File: src/rtl/rd_pipe.sv
// Two-stage reward decider: per-road table lookup, then a saturating sum across roads.
// Valid/ready handshaking with a global stall, plus a saturating episode accumulator.
module rd_pipe #(
    parameter int N_ROAD    = 4,
    parameter int L_WIDTH   = 4,
    parameter int LVL_BITS  = 2,
    parameter int R_WIDTH   = 16,
    parameter int ACC_WIDTH = 32
) (
    input  logic                              clk,
    input  logic                              rst,
    input  logic                              in_valid,
    output logic                              in_ready,
    input  logic [N_ROAD*L_WIDTH-1:0]         L,
    input  logic                              cfg_we,
    input  logic [LVL_BITS-1:0]               cfg_addr,
    input  logic [R_WIDTH-1:0]                cfg_data,
    output logic                              out_valid,
    input  logic                              out_ready,
    output logic signed [R_WIDTH-1:0]         R,
    output logic                              R_sat,
    input  logic                              acc_clr,
    output logic signed [ACC_WIDTH-1:0]       acc
);

    localparam int unsigned DEPTH = 1 << LVL_BITS;
    localparam int unsigned SW    = R_WIDTH + $clog2(N_ROAD);

    // Default rewards (+100, 0, -100, -128 in Q.8), clamped to R_WIDTH; higher entries most-negative.
    function automatic logic [R_WIDTH-1:0] tbl_default(input int unsigned idx);
        longint hi;
        longint lo;
        longint v;
        hi = (longint'(1) <<< (R_WIDTH - 1)) - 1;
        lo = -hi - 1;
        case (idx)
            0:       v = 25600;
            1:       v = 0;
            2:       v = -25600;
            3:       v = -32768;
            default: v = lo;
        endcase
        if (v > hi)
            v = hi;
        else if (v < lo)
            v = lo;
        return v[R_WIDTH-1:0];
    endfunction

    logic [R_WIDTH-1:0]  tbl    [DEPTH];
    logic [LVL_BITS-1:0] lvl    [N_ROAD];
    logic [R_WIDTH-1:0]  s1_rew [N_ROAD];
    logic                s1_valid;
    logic                en;
    logic                hs;
    logic [SW-1:0]       sum;
    logic                fits;
    logic [R_WIDTH-1:0]  sum_sat;
    logic [ACC_WIDTH:0]  r_ext;
    logic [ACC_WIDTH:0]  acc_sum;
    logic [ACC_WIDTH-1:0] acc_next;
    logic                unused_code_bits;

    assign unused_code_bits = ^L;

    always_comb begin
        en       = !out_valid || out_ready;
        in_ready = en;
        hs       = out_valid && out_ready;
    end

    always_comb begin
        for (int unsigned i = 0; i < N_ROAD; i++)
            lvl[i] = L[i*L_WIDTH + (L_WIDTH - LVL_BITS) +: LVL_BITS];
    end

    // Lookups read the pre-edge table, so a same-cycle write is seen only by later samples.
    always_ff @(posedge clk or posedge rst) begin
        if (rst) begin
            for (int unsigned k = 0; k < DEPTH; k++)
                tbl[k] <= tbl_default(k);
        end else if (cfg_we) begin
            tbl[cfg_addr] <= cfg_data;
        end
    end

    always_ff @(posedge clk or posedge rst) begin
        if (rst) begin
            s1_valid <= 1'b0;
            for (int unsigned i = 0; i < N_ROAD; i++)
                s1_rew[i] <= '0;
        end else if (en) begin
            s1_valid <= in_valid;
            if (in_valid) begin
                for (int unsigned i = 0; i < N_ROAD; i++)
                    s1_rew[i] <= tbl[lvl[i]];
            end
        end
    end

    always_comb begin
        sum = '0;
        for (int unsigned i = 0; i < N_ROAD; i++)
            sum = sum + {{(SW-R_WIDTH){s1_rew[i][R_WIDTH-1]}}, s1_rew[i]};
        // The sum fits iff every bit above the R_WIDTH sign position matches it.
        fits    = (~|sum[SW-1:R_WIDTH-1]) || (&sum[SW-1:R_WIDTH-1]);
        sum_sat = sum[SW-1] ? {1'b1, {(R_WIDTH-1){1'b0}}} : {1'b0, {(R_WIDTH-1){1'b1}}};
    end

    always_ff @(posedge clk or posedge rst) begin
        if (rst) begin
            out_valid <= 1'b0;
            R         <= '0;
            R_sat     <= 1'b0;
        end else if (en) begin
            out_valid <= s1_valid;
            if (s1_valid) begin
                R     <= fits ? sum[R_WIDTH-1:0] : sum_sat;
                R_sat <= !fits;
            end
        end
    end

    always_comb begin
        r_ext    = {{(ACC_WIDTH+1-R_WIDTH){R[R_WIDTH-1]}}, R};
        acc_sum  = {acc[ACC_WIDTH-1], acc} + r_ext;
        acc_next = acc_sum[ACC_WIDTH-1:0];
        if (acc_sum[ACC_WIDTH] != acc_sum[ACC_WIDTH-1])
            acc_next = acc_sum[ACC_WIDTH] ? {1'b1, {(ACC_WIDTH-1){1'b0}}}
                                          : {1'b0, {(ACC_WIDTH-1){1'b1}}};
    end

    always_ff @(posedge clk or posedge rst) begin
        if (rst)
            acc <= '0;
        else if (acc_clr)
            acc <= hs ? r_ext[ACC_WIDTH-1:0] : '0;
        else if (hs)
            acc <= acc_next;
    end

endmodule

File: config.mk
export PLATFORM = sky130hd
export DESIGN_NAME = rd_pipe
export DESIGN_NICKNAME = d
export VERILOG_FILES = /design/src/rtl/rd_pipe.sv
export SDC_FILE = /design/constraint.sdc
export NUM_CORES = 1
export LEC_CHECK = 0
export ABC_AREA = 1
export BUFFER_PORTS_ARGS = -buffer_cell sky130_fd_sc_hd__buf_2
export CELL_PAD_IN_SITES_DETAIL_PLACEMENT = 1
export CELL_PAD_IN_SITES_GLOBAL_PLACEMENT = 2
export CORE_MARGIN = 1.5
export CORE_UTILIZATION = 38
export CTS_CLUSTER_SIZE = 40
export DETAILED_ROUTE_END_ITERATION = 10
export GPL_ROUTABILITY_DRIVEN = 0
export PLACE_DENSITY_LB_ADDON = 0.1
export SETUP_SLACK_MARGIN = 0.5
export SYNTH_ARGS = -nofsm -noshare
export SYNTH_HDL_FRONTEND = slang
export SYNTH_SLANG_ARGS = --single-unit
File: constraint.sdc
create_clock -name clk -period 14.9 [get_ports clk]
set_clock_uncertainty 0.1 [all_clocks]
set_input_delay 2.235 -clock clk [delete_from_list [all_inputs] [get_ports clk]]
set_output_delay 2.235 -clock clk [all_outputs]
set_load 0.02 [all_outputs]
==> results of run 1 <==
state kept, by name, summed over array words and instances, names as in the netlist:
name and flops:
R 16, out_valid 1, tbl 64, R_sat 1
s1_valid 1, s1_rew 64, acc 32
cells in the mapped netlist:
| master | count |
|---|---|
| nand2_1 | 486 |
| inv_1 | 239 |
| dfrtp_1 | 171 |
| nor2_1 | 142 |
| o21ai_0 | 141 |
| a21oi_1 | 135 |
| clkbuf_1 | 67 |
| a31oi_1 | 66 |
| o211ai_1 | 66 |
| nand3_1 | 52 |
| ha_1 | 49 |
| fa_1 | 34 |
| xor2_1 | 24 |
| nand2_2 | 10 |
| o21bai_1 | 9 |
| buf_6 | 8 |
| dfstp_2 | 8 |
| inv_2 | 8 |
| nand2_4 | 8 |
| xnor2_1 | 7 |
| buf_1 | 6 |
| a21o_1 | 5 |
| a21oi_2 | 5 |
| nand4_1 | 4 |
| a21oi_4 | 3 |
| nand3_2 | 3 |
| nand3b_1 | 3 |
| nor2_2 | 3 |
| and2_1 | 2 |
| nor3_1 | 2 |
| o31ai_1 | 2 |
| a21boi_2 | 1 |
| and3_1 | 1 |
| buf_2 | 1 |
| buf_4 | 1 |
| nor3_2 | 1 |
| nor4_1 | 1 |
| o21bai_2 | 1 |
| or2_1 | 1 |
| or2_2 | 1 |
layout make-up:
cell class | instances | area (um^2)
well taps | 448 | 561
inverters | 247 | 936
clock buffers | 19 | 433
multi-input cells | 1268 | 7030
fillers | 4273 | 19300
clock inverters | 13 | 125
flip-flops and latches | 179 | 4490
repair buffers | 89 | 463
cell families after synthesis:
| kind of cell | after synthesis | synth area share (%) |
|---|---|---|
| flip-flops | 179 | 35.1 |
| adder cells (fa/ha/maj) | 83 | 10.1 |
| XOR/XNOR | 31 | 2.12 |
| AO/OA/AOI/OAI | 434 | 19.7 |
| AND/OR/NAND/NOR | 720 | 22.8 |
| buffers and inverters | 330 | 10.2 |
critical path: stages:
cell and delay [ps]:
buf_2 100, nor2_1 140, inv_1 100, buf_2 160
path summary, 6_finish.rpt:
kind	start	end	slack, ps	cells after the start
hold reg to reg	s1_valid	out_valid	370	2
setup reg to reg	R[15]	acc[7]	11130	12
min in group asynchronous	rst	tbl[30]	1830	2
hold / removal	s1_valid	out_valid	370	2
max in group asynchronous	rst	acc[11]	11480	3
setup / recovery	out_ready	in_ready	9820	4
power groups by stage:
| stage | registers (mW) | clock network, mW | logic [mW] |
|---|---|---|---|
| 5_1_grt | 0.763 | 0.485 | 2.63 |
| 3_3_place_gp | 0.749 | 0 | 2.28 |
| 4_1_cts | 0.744 | 0.468 | 2.33 |
| 3_5_place_dp | 0.753 | 0 | 2.32 |
| 2_1_floorplan | 0.782 | 0 | 1.69 |
| 6_report | 0.742 | 0.450 | 2.30 |
per-stage QoR:
stage / hold slack, ps / cell area, um^2 / std cells / util (%)
global route: 402 / 14000 / 2263 / 42.1
finish: 371 / 14000 / 2263 / 42.1
detailed placement: 356 / 13500 / 2231 / 40.4
floorplan: 332 / 12800 / 1777 / -
CTS: 371 / 14000 / 2263 / 42.1
global placement: 342 / 13500 / 2231 / 40.4
layer usage:
| metal | part of all wire, % | up-vias |
|---|---|---|
| li1 | - | 5812 |
| met1 | 47 | 5591 |
| met2 | 49 | 128 |
| met3 | 2.4 | 37 |
| met4 | 1.7 | 0 |
| met5 | 0 | - |
==> impl_metrics.env, run 1 <==
export IMPL_outcome="finished clean"
export IMPL_synth_cell_types=40
export IMPL_final_antenna_net_count=0
export IMPL_finalPower_mw=3.49
export IMPL_switching_share_pct=52.7
export IMPL_insertion_delay_ps=460
export IMPL_grt_use_met3_pct=3.57
export IMPL_syn_inst=1777
export IMPL_synth_top_area_share_pct=33.4
export IMPL_endpoint_kind="output port"
export IMPL_synth_area_leaders="dfrtp_1 (33%), nand2_1 (14%), inv_1 (7.0%)"
export IMPL_drive_above_1_share_pct=9.64
export IMPL_ys_warn_count=0
export IMPL_synth_seq_area_share_pct=35.1
export IMPL_setup_violations_final=0
export IMPL_grt_setup_unrepaired="false"
export IMPL_ys_ff_latch=179
export IMPL_worstPathArrival_ps=2740
export IMPL_drt_first_pass_iters=4
export IMPL_worstSetupStartpointType="input port"
export IMPL_final_hold_viol_count=0
export IMPL_grt_usage_pct=22.9
export IMPL_io_pins=91
export IMPL_grt_pass1_wl_um=63900
export IMPL_final_cell_mix="nand2_1 (486), inv_1 (237), dfrtp_1 (171), o21ai_0 (141), nor2_1 (141)"
export IMPL_fin_crit_sh_pct=34.1
export IMPL_routed_wl_um=38500
export IMPL_cts_tree="built"
export IMPL_p_clk_share_pct=12.9
export IMPL_rows=67
export IMPL_intPower_mw=1.65
export IMPL_grt_start_max_net_pins=122
export IMPL_p_sw_mw=1.84
export IMPL_seqPwrFrac_pct=21.3
export IMPL_fp_dieArea_um2=34800
export IMPL_cts_htree_levels=4
export IMPL_core_area_um2=33400
export IMPL_powerDensity_nw_per_um2=249
export IMPL_crit_type="input port to output port"
export IMPL_drc=0
export IMPL_combPwrFrac_pct=65.8
export IMPL_grt_busiest_layer="met2"
export IMPL_die_h_um=187
export IMPL_cts_hold_buf=0
export IMPL_tightest_slew_ps=1230
export IMPL_io_buffers=82
export IMPL_peakVddDrop_mv=0.118
export IMPL_via_per_inst=5.11
export IMPL_clkSinkCount=179
export IMPL_dp_slack_ps=9820
export IMPL_start_util_pct=38.4
export IMPL_timing_max_cap_violations=0
export IMPL_clockRootBuffer="clkbuf_16"
export IMPL_dieWidth_um=187
export IMPL_antenna_found_initial=0
export IMPL_area_growth_pct=9.56
export IMPL_use_met1_pct=29.5
export IMPL_worst_endpoint_required_ps=12570
export IMPL_post_cts_setup_buffer_count=0
export IMPL_finalCriticalPeriod_ps=5080
export IMPL_leakagePower_nw=7.20
export IMPL_first_iter_violations=425
export IMPL_setup_ws_ps=9820
export IMPL_synthesis_area_um2=12800
export IMPL_crit_fanout=4
export IMPL_dp_hpwl_um=27000
export IMPL_wl_per_cell_um=17.0
export IMPL_cts_resized_gates=0
export IMPL_nNetsFinal=1925
export IMPL_slew_viol_final=0
export IMPL_clock_fmax_ghz=0.197
export IMPL_clock_path_buffers=2
export IMPL_final_setup_tns_ps=0
export IMPL_min_path_type="flip-flop to flip-flop"
export IMPL_layout_commonest_cell="nand2_1"
export IMPL_antenna_cells=0
export IMPL_grt_pass1_vias=11957
export IMPL_slew_headroom_pct=18.2
export IMPL_yosysTopAreaCell="dfrtp_1"
export IMPL_vias=11568
export IMPL_cts_buffers=17
export IMPL_grt_overflow_total=0
export IMPL_clkTransAtPathRegs_ps=70
export IMPL_synth_nets=1900
export IMPL_avgSynthCellArea_um2=7.21
export IMPL_use_met2_pct=40.1
Power figures use the tool's default switching activity.
==> run 2: changes to the inputs <==
--- a/config.mk
+++ b/config.mk
@@ -10,7 +10,7 @@
 export CELL_PAD_IN_SITES_DETAIL_PLACEMENT = 1
 export CELL_PAD_IN_SITES_GLOBAL_PLACEMENT = 2
 export CORE_MARGIN = 1.5
-export CORE_UTILIZATION = 38
+export CORE_UTILIZATION = 36
 export CTS_CLUSTER_SIZE = 40
 export DETAILED_ROUTE_END_ITERATION = 10
 export GPL_ROUTABILITY_DRIVEN = 0
==> constraint.sdc (replaced) <==
create_clock -name clk -period 5.3 [get_ports clk]
set_clock_uncertainty 0.1 [all_clocks]
set_input_delay 0.795 -clock clk [delete_from_list [all_inputs] [get_ports clk]]
set_output_delay 0.795 -clock clk [all_outputs]
set_load 0.02 [all_outputs]
==> run 2 against run 1 <==
  * Count of clock-buffer cells in the layout is 6 higher
  * Critical endpoint is now acc[20]
  * Largest power group unchanged
  * Sequential cell count stayed put
  * Worst hold slack better by 10 ps
==> impl_metrics.env, run 2 (synthesized netlist as in run 1, its figures left out) <==
export IMPL_dp_slack_ps=1560
export IMPL_insertion_delay_ps=450
export IMPL_layout_commonest_cell="nand2_1"
export IMPL_final_hold_viol_count=0
export IMPL_endpoint_kind="flip-flop"
export IMPL_grt_overflow_total=0
export IMPL_crit_type="flip-flop to flip-flop"
export IMPL_crit_fanout=31
export IMPL_dieWidth_um=192
export IMPL_peakVddDrop_mv=0.376
export IMPL_seqPwrFrac_pct=21.2
export IMPL_combPwrFrac_pct=65.7
export IMPL_setup_ws_ps=1600
export IMPL_cts_htree_levels=4
export IMPL_p_sw_mw=5.13
export IMPL_placed_area_um2=13500
export IMPL_clockRootBuffer="clkbuf_16"
export IMPL_outcome="finished clean"
export IMPL_crit_start="R[15]"
export IMPL_vias=11482
export IMPL_cts_resized_gates=0
export IMPL_finalPower_mw=9.83
export IMPL_clock_path_buffers=2
export IMPL_routed_wl_um=38200
export IMPL_antenna_found_initial=0
export IMPL_timing_max_cap_violations=0
export IMPL_cts_tree="built"
export IMPL_fin_util_pct=40.5
export IMPL_min_path_type="flip-flop to flip-flop"
export IMPL_final_antenna_net_count=0
export IMPL_intPower_mw=4.70
export IMPL_post_cts_setup_buffer_count=0
export IMPL_wl_per_cell_um=16.8
export IMPL_grt_pass1_vias=11734
export IMPL_clkTransAtPathRegs_ps=70
export IMPL_slew_viol_final=0
export IMPL_fp_dieArea_um2=36700
export IMPL_reg_largest_list="s1_rew: 64 flops, tbl: 64 flops, acc: 32 flops"
export IMPL_io_buffers=82
export IMPL_die_h_um=192
export IMPL_io_pins=91
export IMPL_clock_fmax_ghz=0.270
export IMPL_finalNonFillerCells=2270
export IMPL_powerDensity_nw_per_um2=698
export IMPL_start_util_pct=36.8
export IMPL_drc=0
export IMPL_drt_first_pass_iters=4
export IMPL_worstPathArrival_ps=3940
export IMPL_finalCriticalPeriod_ps=3700
export IMPL_tightest_slew_ps=1180
export IMPL_drive_above_1_share_pct=9.64
export IMPL_leakagePower_nw=7.21
export IMPL_grt_pass1_wl_um=62400
export IMPL_core_area_um2=34800
export IMPL_grt_usage_pct=21.6
export IMPL_dp_hpwl_um=27800
export IMPL_dp_cells=2238
export IMPL_nNetsFinal=1925
export IMPL_stdcell_area_um2=14100
export IMPL_p_clk_share_pct=13.1
export IMPL_via_per_inst=5.06
export IMPL_worstHoldStart="s1_valid"
export IMPL_cts_buffers=17
export IMPL_holdWs_ps=381
export IMPL_grt_start_max_net_pins=109
export IMPL_worst_endpoint_required_ps=5540
export IMPL_fin_crit_sh_pct=69.9
export IMPL_grt_setup_unrepaired="false"
export IMPL_first_iter_violations=389
export IMPL_area_growth_pct=9.91
export IMPL_final_setup_tns_ps=0
export IMPL_switching_share_pct=52.2
export IMPL_r2r_start="R[15]"
export IMPL_worstSetupStartpointType="flip-flop"
export IMPL_final_cell_mix="nand2_1 (486), inv_1 (237), dfrtp_1 (171), o21ai_0 (141), nor2_1 (141)"
export IMPL_cts_hold_buf=0
export IMPL_setup_violations_final=0
export IMPL_slew_headroom_pct=21.5
export IMPL_rows=68
export IMPL_clkSinkCount=179
export IMPL_antenna_cells=0
## run 2: path summary, 6_finish.rpt
| path | endpoint | slack, ps | depth (start not counted) |
|---|---|---|---|
| setup / recovery | acc[20] | 1600 | 13 |
| hold / removal | out_valid | 380 | 2 |
| setup reg to reg | acc[20] | 1600 | 13 |
| hold reg to reg | out_valid | 380 | 2 |
| max in group asynchronous | acc[18] | 3630 | 3 |
| min in group asynchronous | tbl[13] | 400 | 2 |
## run 2: area by class of cell
cell class	count	area, um^2
Tap cell	455	569
Timing Repair Buffer	89	475
Clock buffer	25	505
Fill cell	4423	20700
Sequential cell	179	4490
Multi-Input combinational cell	1268	7030
Clock inverter	7	73.8
Inverter	247	932
## run 2: per-layer routing
layer  track usage [%]  vias to the layer above  wire, um  share of wire, %
li1                  -                     5804         -                 -
met1              28.1                     5531     18100                48
met2              37.9                      111     18700                49
met3              2.65                       36       712               1.9
met4              5.77                        0       587               1.5
met5                 0                        -         0                 0
## run 2: critical path: stages, from the launching register on
cell and delay (ps):
dfrtp_1 950, ha_1 410, a21oi_1 370, nand2_1 100
nand2_1 70, nand2_1 90, a21oi_4 210, nand2_4 80
nand2_4 60, nand2_4 70, a21oi_4 780, nand2_1 140
nand2_1 100, nand2_1 50
## run 2: power groups by stage
stage,logic [mW],clock network [mW],registers (mW)
2_1_floorplan,4.74,0,2.20
3_3_place_gp,6.43,0,2.10
6_report,6.46,1.29,2.09
3_5_place_dp,6.55,0,2.12
5_1_grt,7.37,1.39,2.14
4_1_cts,6.58,1.33,2.10
